[src/rtl/com_bus_arbiter_mc.sv]
// -----------------------------------------------------------------------------
// com_bus_arbiter_mc
// Common-bus arbiter for the N-core MESI cache system. Three request classes
// compete for the bus with fixed priority snoop > memory > proc. The snoop and
// proc classes are round-robin within the class. A grant is held until its
// owner drops the request. Handover to the next winner happens at that same
// edge. A hold monitor flags proc/snoop grants that stay held too long.
//
// Ports
//   clk, rst_n          clock / asynchronous active-low reset
//   Com_Bus_Req_proc    [NUM_REQ] processor-side requests (2c = DL, 2c+1 = IL)
//   Com_Bus_Req_snoop   [NUM_REQ] snoop-side requests
//   Mem_snoop_req       lower-level memory request
//   Com_Bus_Gnt_proc    [NUM_REQ] one-hot proc grant
//   Com_Bus_Gnt_snoop   [NUM_REQ] one-hot snoop grant
//   Mem_snoop_gnt       memory grant
//   Bus_busy            any grant asserted
//   Gnt_id              [ID_W] proc/snoop owner index (0 for memory/idle)
//   Hold_timeout        sticky flag: a grant was held MAX_HOLD cycles
// -----------------------------------------------------------------------------
module com_bus_arbiter_mc #(
    parameter int CORES    = 4,
    parameter int NUM_REQ  = 2 * CORES,
    parameter int ID_W     = $clog2(NUM_REQ),
    parameter int MAX_HOLD = 64
) (
    input  logic               clk,
    input  logic               rst_n,
    input  logic [NUM_REQ-1:0] Com_Bus_Req_proc,
    input  logic [NUM_REQ-1:0] Com_Bus_Req_snoop,
    input  logic               Mem_snoop_req,
    output logic [NUM_REQ-1:0] Com_Bus_Gnt_proc,
    output logic [NUM_REQ-1:0] Com_Bus_Gnt_snoop,
    output logic               Mem_snoop_gnt,
    output logic               Bus_busy,
    output logic [ID_W-1:0]    Gnt_id,
    output logic               Hold_timeout
);

    localparam logic [1:0] ST_IDLE  = 2'd0;
    localparam logic [1:0] ST_SNOOP = 2'd1;
    localparam logic [1:0] ST_MEM   = 2'd2;
    localparam logic [1:0] ST_PROC  = 2'd3;

    localparam int               CNT_W    = (MAX_HOLD > 0) ? $clog2(MAX_HOLD + 1) : 1;
    localparam logic [CNT_W-1:0] HOLD_MAX = CNT_W'(MAX_HOLD);
    localparam logic [ID_W-1:0]  LAST_IDX = ID_W'(NUM_REQ - 1);

    logic [1:0]         state_q,     state_d;
    logic [NUM_REQ-1:0] gnt_proc_q,  gnt_proc_d;
    logic [NUM_REQ-1:0] gnt_snoop_q, gnt_snoop_d;
    logic               mem_gnt_q,   mem_gnt_d;
    logic [ID_W-1:0]    gnt_id_q,    gnt_id_d;
    logic [ID_W-1:0]    ptr_proc_q,  ptr_proc_d;
    logic [ID_W-1:0]    ptr_snoop_q, ptr_snoop_d;
    logic [CNT_W-1:0]   hold_cnt_q,  hold_cnt_d;
    logic               timeout_q,   timeout_d;

    logic               owner_req;
    logic [ID_W:0]      snoop_pick, proc_pick;

    // Round-robin search starting at ptr. The loop runs from the farthest
    // offset down so the nearest requester (smallest offset) wins.
    // Result is {found, index}.
    function automatic logic [ID_W:0] rr_pick(input logic [NUM_REQ-1:0] req,
                                              input logic [ID_W-1:0]    ptr);
        logic [ID_W:0] res;
        int            p;
        res = '0;
        for (int i = NUM_REQ - 1; i >= 0; i--) begin
            p = int'(ptr) + i;
            if (p >= NUM_REQ) p = p - NUM_REQ;
            if (req[ID_W'(p)]) res = {1'b1, ID_W'(p)};
        end
        return res;
    endfunction

    function automatic logic [ID_W-1:0] ptr_next(input logic [ID_W-1:0] idx);
        return (idx == LAST_IDX) ? '0 : idx + 1'b1;
    endfunction

    assign snoop_pick = rr_pick(Com_Bus_Req_snoop, ptr_snoop_q);
    assign proc_pick  = rr_pick(Com_Bus_Req_proc,  ptr_proc_q);

    always_comb begin
        owner_req = 1'b0;
        case (state_q)
            ST_SNOOP: owner_req = |(Com_Bus_Req_snoop & gnt_snoop_q);
            ST_MEM:   owner_req = Mem_snoop_req;
            ST_PROC:  owner_req = |(Com_Bus_Req_proc & gnt_proc_q);
            default:  owner_req = 1'b0;
        endcase
    end

    always_comb begin
        state_d     = state_q;
        gnt_proc_d  = gnt_proc_q;
        gnt_snoop_d = gnt_snoop_q;
        mem_gnt_d   = mem_gnt_q;
        gnt_id_d    = gnt_id_q;
        ptr_proc_d  = ptr_proc_q;
        ptr_snoop_d = ptr_snoop_q;
        hold_cnt_d  = hold_cnt_q;
        timeout_d   = timeout_q;

        if (!owner_req) begin
            // Idle, or the owner released this edge. Re-arbitrate now so a
            // pending requester takes over without an idle cycle.
            state_d     = ST_IDLE;
            gnt_proc_d  = '0;
            gnt_snoop_d = '0;
            mem_gnt_d   = 1'b0;
            gnt_id_d    = '0;
            hold_cnt_d  = '0;
            if (snoop_pick[ID_W]) begin
                state_d     = ST_SNOOP;
                gnt_snoop_d = {{(NUM_REQ-1){1'b0}}, 1'b1} << snoop_pick[ID_W-1:0];
                gnt_id_d    = snoop_pick[ID_W-1:0];
                ptr_snoop_d = ptr_next(snoop_pick[ID_W-1:0]);
            end else if (Mem_snoop_req) begin
                state_d   = ST_MEM;
                mem_gnt_d = 1'b1;
            end else if (proc_pick[ID_W]) begin
                state_d    = ST_PROC;
                gnt_proc_d = {{(NUM_REQ-1){1'b0}}, 1'b1} << proc_pick[ID_W-1:0];
                gnt_id_d   = proc_pick[ID_W-1:0];
                ptr_proc_d = ptr_next(proc_pick[ID_W-1:0]);
            end
        end else if (state_q != ST_MEM && MAX_HOLD != 0) begin
            // Owner still holding a proc/snoop grant: count held cycles.
            // The grant is never revoked here; the timeout is only reported.
            if (hold_cnt_q != HOLD_MAX) hold_cnt_d = hold_cnt_q + 1'b1;
            if (hold_cnt_d == HOLD_MAX) timeout_d = 1'b1;
        end
    end

    always_ff @(posedge clk or negedge rst_n) begin
        if (!rst_n) begin
            state_q     <= ST_IDLE;
            gnt_proc_q  <= '0;
            gnt_snoop_q <= '0;
            mem_gnt_q   <= 1'b0;
            gnt_id_q    <= '0;
            ptr_proc_q  <= '0;
            ptr_snoop_q <= '0;
            hold_cnt_q  <= '0;
            timeout_q   <= 1'b0;
        end else begin
            state_q     <= state_d;
            gnt_proc_q  <= gnt_proc_d;
            gnt_snoop_q <= gnt_snoop_d;
            mem_gnt_q   <= mem_gnt_d;
            gnt_id_q    <= gnt_id_d;
            ptr_proc_q  <= ptr_proc_d;
            ptr_snoop_q <= ptr_snoop_d;
            hold_cnt_q  <= hold_cnt_d;
            timeout_q   <= timeout_d;
        end
    end

    assign Com_Bus_Gnt_proc  = gnt_proc_q;
    assign Com_Bus_Gnt_snoop = gnt_snoop_q;
    assign Mem_snoop_gnt     = mem_gnt_q;
    assign Gnt_id            = gnt_id_q;
    assign Hold_timeout      = timeout_q;
    // Derived only from registered grants, so no request-to-busy path.
    assign Bus_busy          = (|gnt_proc_q) | (|gnt_snoop_q) | mem_gnt_q;

endmodule

[config.mk]
export PLATFORM = sky130hd
export DESIGN_NAME = com_bus_arbiter_mc
export DESIGN_NICKNAME = d
export VERILOG_FILES = /design/src/rtl/com_bus_arbiter_mc.sv
export SDC_FILE = /design/constraint.sdc
export NUM_CORES = 1
export LEC_CHECK = 0
export BUFFER_PORTS_ARGS = -buffer_cell sky130_fd_sc_hd__buf_2
export CORE_ASPECT_RATIO = 2
export CORE_MARGIN = 5
export CORE_UTILIZATION = 55
export DETAILED_ROUTE_END_ITERATION = 10
export PLACE_DENSITY = 0.86
export SYNTH_ARGS = -nofsm -noshare
export SYNTH_HDL_FRONTEND = slang
export SYNTH_SLANG_ARGS = --single-unit
[constraint.sdc]
create_clock -name clk -period 4.5 [get_ports clk]
set_clock_uncertainty 0.15 [all_clocks]
set_input_delay 1.35 -clock clk [delete_from_list [all_inputs] [get_ports clk]]
set_output_delay 1.35 -clock clk [all_outputs]
set_load 0.03 [all_outputs]
==> results.sh <==
export IMPL_maxCapViolCount=0
export IMPL_top_layer="met4"
export IMPL_timing_rr_end="ptr_snoop_q[0]$_DFFE_PN0P_"
export IMPL_fmaxAchievable_mhz=248
export IMPL_cp_max_fo=6
export IMPL_synth_top_family_by_area="compound AO/OA/AOI/OAI gates"
export IMPL_p_leak_nw=1.72
export IMPL_min_delay_start="Hold_timeout$_DFFE_PN0P_"
export IMPL_dp_hpwl_um=7220
export IMPL_synth_ff_type="dfrtp_1"
export IMPL_tns_ps=0
export IMPL_grt_use_total_pct=25.4
export IMPL_dpl_cell_area_sq_um=3670
export IMPL_wirelength_um=9630
export IMPL_root_buffer="clkbuf_16"
export IMPL_hold_viol_final=0
export IMPL_ctsHtreeMaxLevel=2
export IMPL_start_kind="primary input"
export IMPL_vias=3320
export IMPL_antenna_found_initial=0
export IMPL_period_minus_slack_ps=4020
export IMPL_synth_compound_area_share_pct=21.7
export IMPL_seqPwrFrac_pct=15.2
export IMPL_worst_slack_ps=475
export IMPL_die_y_um=121
export IMPL_design_area_sq_um=3830
export IMPL_grt_max_degree=37
export IMPL_hold_ws_ps=324
export IMPL_swShare_pct=49.6
export IMPL_clkSlewWorstSetupHoldPaths_ps=60
export IMPL_grt_setup_unrepaired="false"
export IMPL_pin_count=41
export IMPL_p_clk_share_pct=12.1
export IMPL_grt_pass1_wl_um=15600
export IMPL_numPortBuffers=40
export IMPL_dieArea_sq_um=7890
export IMPL_clk_latency_ps=280
export IMPL_crit_required_ps=4550
export IMPL_cts_sinks=36
export IMPL_startpoint="Com_Bus_Req_snoop[3]"
export IMPL_yosys_cell_types_count=62
export IMPL_final_cell_mix="buf_2, dfrtp_1, nand2_1"
export IMPL_grt_pass1_vias=3194
export IMPL_cts_resized=0
export IMPL_holdPathEnd="Hold_timeout$_DFFE_PN0P_"
export IMPL_place_ws_ps=244
export IMPL_fin_crit_sh_pct=89.4
export IMPL_slew_headroom_pct=47.4
export IMPL_route_detailed_drc=0
export IMPL_utilization_pct=63.8
export IMPL_start_util_pct=56.1
export IMPL_routed_wl_met2_um=5240
export IMPL_place_congestion=1.12
export IMPL_finalSetupViolations=0
export IMPL_yosysWarnings=0
export IMPL_critPathKind="primary input to flop"
export IMPL_synth_simple_area_share_pct=19.1
export IMPL_grt_overflow=0
export IMPL_endpoint_kind="flop"
export IMPL_antenna_cells=0
export IMPL_p_int_w=0.00164
export IMPL_r2r_start="ptr_snoop_q[1]$_DFFE_PN0P_"
export IMPL_syn_avg_cell_area_sq_um=9.21
export IMPL_cellPowerDensity_nw_per_um2=850
export IMPL_reg2reg_setup_slack_ps=820
export IMPL_hold_buffers=0
export IMPL_syn2layout_area_growth_pct=13.6
export IMPL_met3_length_um=545
export IMPL_drt_iter0_drc=402
export IMPL_p_switching_w=0.00161
export IMPL_nets=439
export IMPL_die_w_um=65.4
export IMPL_final_common_cell="buf_2"
export IMPL_synth_async_reset_ratio_pct=100
export IMPL_viasPerCell=7.06
export IMPL_postCtsSetupRepairBufs=0
export IMPL_antenna_left=0
export IMPL_synth_cell_area_sq_um=3370
export IMPL_slew_viol_final=0
export IMPL_syn_inst=366
export IMPL_ff2ff_path_depth=13
export IMPL_cts_buffer_depth=2
export IMPL_pwr_share_comb_pct=72.7
export IMPL_hold_class="flop to flop"
export IMPL_synth_nets=399
export IMPL_yosysSeqAreaShare_pct=26.7
export IMPL_synth_edf_count=0
export IMPL_drt_met1_wl_um=3360
export IMPL_rows=40
export IMPL_worstMarginPinSlew_ps=786
export IMPL_drtPass1Iterations=5
export IMPL_core_area_sq_um=6010
export IMPL_yosys_area_share_adder_pct=5.19
export IMPL_outcome="finished clean"
export IMPL_drive_gt1_share_pct=23.3
export IMPL_synthMuxAreaShare_pct=19.4
export IMPL_arrival_ps=4080
export IMPL_synth_seq_cells=36
export IMPL_synth_xor_area_share_pct=2.86
export IMPL_numCtsBuffers=5
export IMPL_wire_per_inst_um=20.5
export IMPL_ir_worst_vdd_v=0.000604
export IMPL_hold_path_cell_count=1
export IMPL_cts_tree="yes"
-- cell type report --
class	instances	area [sq um]
Clock inverter	2	35.0
Clock buffer	6	129
Timing Repair Buffer	55	313
Sequential cell	36	901
Tap cell	63	78.8
Fill cell	504	2170
Multi-Input combinational cell	290	2310
Inverter	18	67.6
-- layer usage --
metal / global-route usage, % / vias up
met5: 0 / -
met4: 14.4 / 0
met3: 3.53 / 45
met2: 45.8 / 182
met1: 27.4 / 1612
li1: - / 1481
-- sequential cells by signal, indices dropped and copies added, names as in the netlist, 2 cells and up --
signal / flops
Com_Bus_Gnt_snoop: 8
hold_cnt_q: 7
ptr_proc_q: 3
state_q: 2
Gnt_id: 3
Com_Bus_Gnt_proc: 8
ptr_snoop_q: 3
-- synth_stat cells, drive strengths merged, types with 2 or more instances --
| cell type | n | share of area [%] |
|---|---|---|
| nand4 | 3 | 0.56 |
| o31a | 2 | 0.52 |
| nand3 | 11 | 1.6 |
| o22ai | 4 | 0.74 |
| inv | 18 | 2.0 |
| a31oi | 4 | 0.74 |
| and2 | 10 | 1.9 |
| a22oi | 12 | 2.8 |
| o211ai | 3 | 0.67 |
| nor2b | 10 | 1.9 |
| nand2 | 29 | 3.2 |
| and3 | 3 | 0.56 |
| a222oi | 2 | 0.59 |
| o21ai | 21 | 3.1 |
| nor3 | 4 | 0.59 |
| ha | 14 | 5.2 |
| a21boi | 2 | 0.45 |
| nor2 | 19 | 2.1 |
| a32o | 6 | 1.8 |
| xor2 | 3 | 0.78 |
| o31ai | 3 | 0.67 |
| mux2i | 17 | 5.0 |
| nor4 | 6 | 1.1 |
| or4 | 5 | 1.2 |
| nor3b | 2 | 0.45 |
| clkbuf | 13 | 1.4 |
| mux4 | 16 | 11 |
| mux2 | 11 | 3.7 |
| o221ai | 4 | 1.0 |
| buf | 9 | 1.6 |
| xnor2 | 8 | 2.1 |
| a221oi | 2 | 0.52 |
| a211oi | 5 | 1.1 |
| dfrtp | 36 | 27 |
| nand2b | 12 | 2.2 |
| a22o | 8 | 2.1 |
| a21oi | 14 | 2.1 |
-- power groups by stage --
stage | clock [W] | combinational (W) | sequential, W
after CTS | 0.000397 | 0.00233 | 0.000492
after detailed placement | 0 | 0.00231 | 0.000497
final | 0.000392 | 0.00237 | 0.000496
after global placement | 0 | 0.00226 | 0.000495
after floorplan | 0 | 0.00168 | 0.000501
after global routing | 0.000411 | 0.00257 | 0.000504
-- kinds of logic after synthesis --
group	count (synthesis)
fa+ha+maj	14
compound gates	102
xor+xnor	11
simple gates	119
buf+inv	40
flops	36
mux	44
-- metrics by stage --
step / total power, W / cells
floorplan: 0.00218 / 366
global placement: 0.00275 / 462
detailed placement: 0.00281 / 462
CTS: 0.00321 / 470
global route: 0.00349 / 470
finish: 0.00326 / 470
-- worst max-delay path by stage --
stage / to / slack (ps) / cells past startpoint
after detailed placement: ptr_snoop_q[0]$_DFFE_PN0P_ / 240 / 12
after global routing: ptr_snoop_q[0]$_DFFE_PN0P_ / 290 / 12
after floorplan: ptr_snoop_q[0]$_DFFE_PN0P_ / 330 / 16
after CTS: ptr_snoop_q[0]$_DFFE_PN0P_ / 530 / 12
after global placement: ptr_snoop_q[0]$_DFFE_PN0P_ / 270 / 12
final: ptr_snoop_q[0]$_DFFE_PN0P_ / 480 / 12
-- worst max-delay path, cell delays in order --
cell and delay, ps:
buf_2 130, mux4_2 540, nand2b_1 180, and3_1 270, o21ai_1 160, a21boi_1 130
a211oi_1 330, inv_1 110, ha_1 220, ha_1 210, o31a_1 300, o22ai_1 140
(Power assumes the default switching activity.)
